**config.mk**
```make
export PLATFORM = sky130hd
export DESIGN_NAME = regfile_write_arbiter
export DESIGN_NICKNAME = d
export VERILOG_FILES = /design/src/rtl/regfile_write_arbiter.sv
export SDC_FILE = /design/constraint.sdc
export NUM_CORES = 1
export LEC_CHECK = 0
export BUFFER_PORTS_ARGS = -buffer_cell sky130_fd_sc_hd__buf_2
export CORE_AREA = 2 2 84 86
export CTS_CLUSTER_DIAMETER = 200
export CTS_CLUSTER_SIZE = 16
export DETAILED_ROUTE_END_ITERATION = 16
export DIE_AREA = 0 0 86 88
export PLACE_DENSITY = 0.79
export SYNTH_ARGS = -nofsm -noshare
export SYNTH_HDL_FRONTEND = slang
export SYNTH_SLANG_ARGS = --single-unit
```
**constraint.sdc**
```tcl
create_clock -name clk -period 2.1 [get_ports clk]
set_input_delay 0.21 -clock clk [delete_from_list [all_inputs] [get_ports clk]]
set_output_delay 0.21 -clock clk [all_outputs]
set_load 0.02 [all_outputs]
```
**src/rtl/regfile_write_arbiter.sv**
```systemverilog
// regfile_write_arbiter
// Shares the register file's single write port between the ALU writeback
// (requester 0) and the load writeback (requester 1). The winner is
// registered and drives we3/a3/wd3 one cycle after the handshake.
// Also provides an in-flight write mask and a saturating conflict counter.
// Build option: define REGFILE_ARB_FIXED_PRI_EN for fixed priority
// (requester 0 always wins; no round-robin pointer). The default build
// uses round-robin.
module regfile_write_arbiter #(
  parameter int CNT_W = 16
) (
  input  logic             clk,
  input  logic             rst,
  input  logic             req0_valid,
  input  logic [4:0]       req0_addr,
  input  logic [31:0]      req0_data,
  output logic             req0_ready,
  input  logic             req1_valid,
  input  logic [4:0]       req1_addr,
  input  logic [31:0]      req1_data,
  output logic             req1_ready,
  output logic             we3,
  output logic [4:0]       a3,
  output logic [31:0]      wd3,
  output logic             grant_id,
  output logic [31:0]      busy_mask,
  output logic [CNT_W-1:0] conflict_cnt
);

  logic             w_grant0;
  logic             w_grant1;
  logic             w_grant;
  logic [4:0]       w_addr;
  logic [31:0]      w_data;
  logic             w_both;

  logic             r_we3;
  logic [4:0]       r_a3;
  logic [31:0]      r_wd3;
  logic             r_grant_id;
  logic [CNT_W-1:0] r_conflict_cnt;

`ifdef REGFILE_ARB_FIXED_PRI_EN
  // Fixed priority: requester 0 wins every tie, requester 1 only when alone.
  always_comb begin
    w_grant0 = 1'b0;
    w_grant1 = 1'b0;
    if (!rst) begin
      w_grant0 = req0_valid;
      w_grant1 = req1_valid && !req0_valid;
    end
  end
`else
  logic r_rr_ptr;

  // Round-robin: on a tie the requester named by r_rr_ptr wins.
  always_comb begin
    w_grant0 = 1'b0;
    w_grant1 = 1'b0;
    if (!rst) begin
      w_grant0 = req0_valid && (!req1_valid || !r_rr_ptr);
      w_grant1 = req1_valid && (!req0_valid ||  r_rr_ptr);
    end
  end

  // Pointer moves to the loser after each grant; holds when idle.
  always_ff @(posedge clk) begin
    if (rst) begin
      r_rr_ptr <= 1'b0;
    end else if (w_grant0) begin
      r_rr_ptr <= 1'b1;
    end else if (w_grant1) begin
      r_rr_ptr <= 1'b0;
    end
  end
`endif

  assign w_grant    = w_grant0 || w_grant1;
  assign w_addr     = w_grant1 ? req1_addr : req0_addr;
  assign w_data     = w_grant1 ? req1_data : req0_data;
  assign w_both     = req0_valid && req1_valid;

  assign req0_ready = w_grant0;
  assign req1_ready = w_grant1;

  // Register the winning write; writes to x0 are accepted but not enabled.
  always_ff @(posedge clk) begin
    if (rst) begin
      r_we3      <= 1'b0;
      r_a3       <= 5'd0;
      r_wd3      <= 32'd0;
      r_grant_id <= 1'b0;
    end else if (w_grant) begin
      r_we3      <= (w_addr != 5'd0);
      r_a3       <= w_addr;
      r_wd3      <= w_data;
      r_grant_id <= w_grant1;
    end else begin
      r_we3      <= 1'b0;
    end
  end

  // Count cycles with both requesters valid, saturating at all-ones.
  always_ff @(posedge clk) begin
    if (rst) begin
      r_conflict_cnt <= '0;
    end else if (w_both && (r_conflict_cnt != {CNT_W{1'b1}})) begin
      r_conflict_cnt <= r_conflict_cnt + CNT_W'(1);
    end
  end

  assign we3          = r_we3;
  assign a3           = r_a3;
  assign wd3          = r_wd3;
  assign grant_id     = r_grant_id;
  assign conflict_cnt = r_conflict_cnt;
  assign busy_mask    = r_we3 ? (32'd1 << r_a3) : 32'd0;

endmodule

```
==> flow_summary.yaml <==
worst_setup_path:
  worstPathMaxFanout: 7
  rr_worst_depth: 4
  path_class: "register to register"
  critical_path.cell_chain: "nand2_1 -> or4_1 -> nor4b_2 -> mux2_2"
  worstPathArrival_ps: 2060
  slowest_stage: "or4_1"
  cp-end-kind: "register"
  worstPathRequired_ps: 2310
  worst_setup_path_start_kind: "register"
  cp_slowest_stage_delay_ps: 620
power_and_ir_drop:
  combPwrFrac_pct: 20.2
  leakage_uw: 0.00176
  netSwitchingFraction_pct: 29.6
  p_sw_uw: 697
  power.density_nw_per_um2: 614
  clkPwrFrac_pct: 30.1
  peakVddDrop_uv: 306
  power.internal_uw: 1660
  p_seq_share_pct: 49.7
sta:
  finalWorstSetupSlack_ps: 248
  period_needed_ps: 1850
  worst_pin_slew_ps: 616
  setup_viol: 0
  fmax_mhz: 540
  finalClockSkew_ps: 6.35
  finalSetupTns_ps: 0
  slew_viol_final: 0
  period_share_pct: 88.2
  relSlewSlack_pct: 59.0
  finalHoldViolCount: 0
  rsz0062_at_grt: "no"
drt:
  ant_nets: 0
  drt_iter0_markers: 153
  routed_via_density: 5.51
  wl_mm: 8.70
  first_pass_iters: 4
  num_vias: 3374
  drc: 0
  post_drt_wl_per_cell_um: 14.2
finish:
  utilization_pct: 57.8
  diodes: 0
  area_growth_pct: 34.9
  layout.cells.non_filler: 612
  finalNetCount: 610
  layout-drive-gt1-share_pct: 36.8
  design_area_um2: 3840
clock_network:
  ctsHoldBuffers: 0
  clock_path_buffers: 2
  cts_tree: "done"
  clkTransAtPathRegs_ps: 100
  clock-sinks: 56
  numCtsBuffers: 5
  insertion_delay_ps: 310
  post-cts-setup-buffers: 0
  cts_max_level: 2
  cts_resized: 0
  cts_root_buffer: "clkbuf_8"
global_routing:
  grt_pass1_vias: 2956
  antenna_found_initial: 0
  grt_usage_pct: 22.2
  grt_pass1_wl_mm: 13.7
  overflow: 0
  grt_max_degree: 62
logic_synthesis:
  synth-edff-count: 0
  synth_fp_nets: 459
  yosys.area.top_type_share_pct: 39.4
  yosys_warnings: 0
  ys_top_cells_by_area: "dfxtp_1 (39%), a311oi_1 (11%), nor2_1 (11%), nand3_1 (8.1%), nand2_1 (6.2%)"
  synth_most_common_cell: "nor2_1"
  ys_types: 35
  yosysSeqAreaShare_pct: 39.4
  synth_area_um2: 2850
  async_reset_ff_share_pct: 0
  synth_common_cells: "nor2_1 (82), dfxtp_1 (56), nand2_1 (47)"
  synth_ff_type: "dfxtp_1"
  syn_avg_cell_area_um2: 7.49
  synth_cells: 380
  synth_area_leader_cell: "dfxtp_1"
  ys_ff_latch: 56
die:
  start_util_pct: 42.8
  die_area_um2: 7570
  fp.dieW_um: 86
  die_y_um: 88
  ios: 167
  rows: 30
  core-area_um2: 6640
flow_run:
  cap_violations: 0
placed_design:
  port_buffers: 166
  place.gp.congestion: 0.851
  dp_slack_ps: 253
  place_area_um2: 3730
  dpl.cell_count: 604
  place_hpwl_mm: 6.23
worst_hold_path:
  hold_depth: 3
  hold_path.class: "input pin to register"
run_status:
  status: "completed"
-- final timing paths --
path	endpoint	from	slack [ps]
worst max-delay path	conflict_cnt[15]	conflict_cnt[5]	250
worst min-delay path	wd3[17]	req0_data[17]	180
worst max register to register	conflict_cnt[15]	conflict_cnt[5]	250
worst min register to register	wd3[28]	wd3[28]	490
-- state kept, by name, indices dropped and copies added, names as in the netlist --
| register | cells |
|---|---|
| wd3 | 32 |
| we3 | 1 |
| conflict_cnt | 16 |
| r_rr_ptr | 1 |
| grant_id | 1 |
| a3 | 5 |
-- final cells by class --
cell class                 instances  area, um^2
fill                             632        2810
inverter                           3        11.3
clock buffer                       5        68.8
multi-input combinational        288        1570
timing repair buffer             177         926
tap                               80         100
clock inverter                     3        42.5
sequential                        56        1120
-- cell usage in the layout, fill, tap and decap left out, types with 2 or more instances in the layout --
master and instances:
nor2b_1 7, nand4_1 8, a31oi_1 3, nand2b_1 3, clkbuf_8 5, or2_2 2, mux2_2 4, or3_1 5
a21oi_1 10, nand2_2 2, and4_1 2, o21ai_0 5, nor4_1 5, buf_4 10, or4_1 6, inv_1 3
o31ai_1 3, a311oi_1 37, nor2_1 82, nand3_1 46, nand2_1 47, buf_2 166, dfxtp_1 56, o21a_1 2
-- per-stage QoR --
step | total power, uW | hold slack [ps]
floorplan | 1480 | 374
global placement | 1660 | 465
detailed placement | 1670 | 471
CTS | 2380 | 164
global route | 2470 | 164
finish | 2360 | 176
-- metal layers --
| layer | part of all wire (%) | wire, um | track usage (%) | up-vias |
|---|---|---|---|---|
| li1 | - | - | - | 1677 |
| met1 | 44 | 3860 | 29.5 | 1577 |
| met2 | 48 | 4160 | 36.3 | 110 |
| met3 | 6.2 | 542 | 4.52 | 10 |
| met4 | 1.7 | 145 | 6.78 | 0 |
| met5 | 0 | 0 | 0 | - |
-- worst max-delay path: cells and delay by family (launching register included) --
kind | cells | cell delay [ps]
simple gates | 3 | 970
flops | 1 | 430
mux | 1 | 360
-- power by group through the flow --
stage / sequential (uW) / combinational (uW) / clock, uW
3_5_place_dp: 1200 / 477 / 0
2_1_floorplan: 1270 / 209 / 0
3_3_place_gp: 1190 / 470 / 0
5_1_grt: 1180 / 521 / 771
4_1_cts: 1170 / 477 / 731
6_report: 1170 / 475 / 710
-- logic make-up (layout without fill, tap and decap cells) --
logic type / count (synthesis) / count (layout) / share of synthesized area [%]
simple gates: 218 / 218 / 35.5
compound gates: 65 / 65 / 17.2
flops: 56 / 56 / 39.4
buf+inv: 36 / 188 / 5.85
mux: 4 / 4 / 1.58
fa+ha+maj: 1 / 1 / 0.440
(Power assumes the default switching activity.)
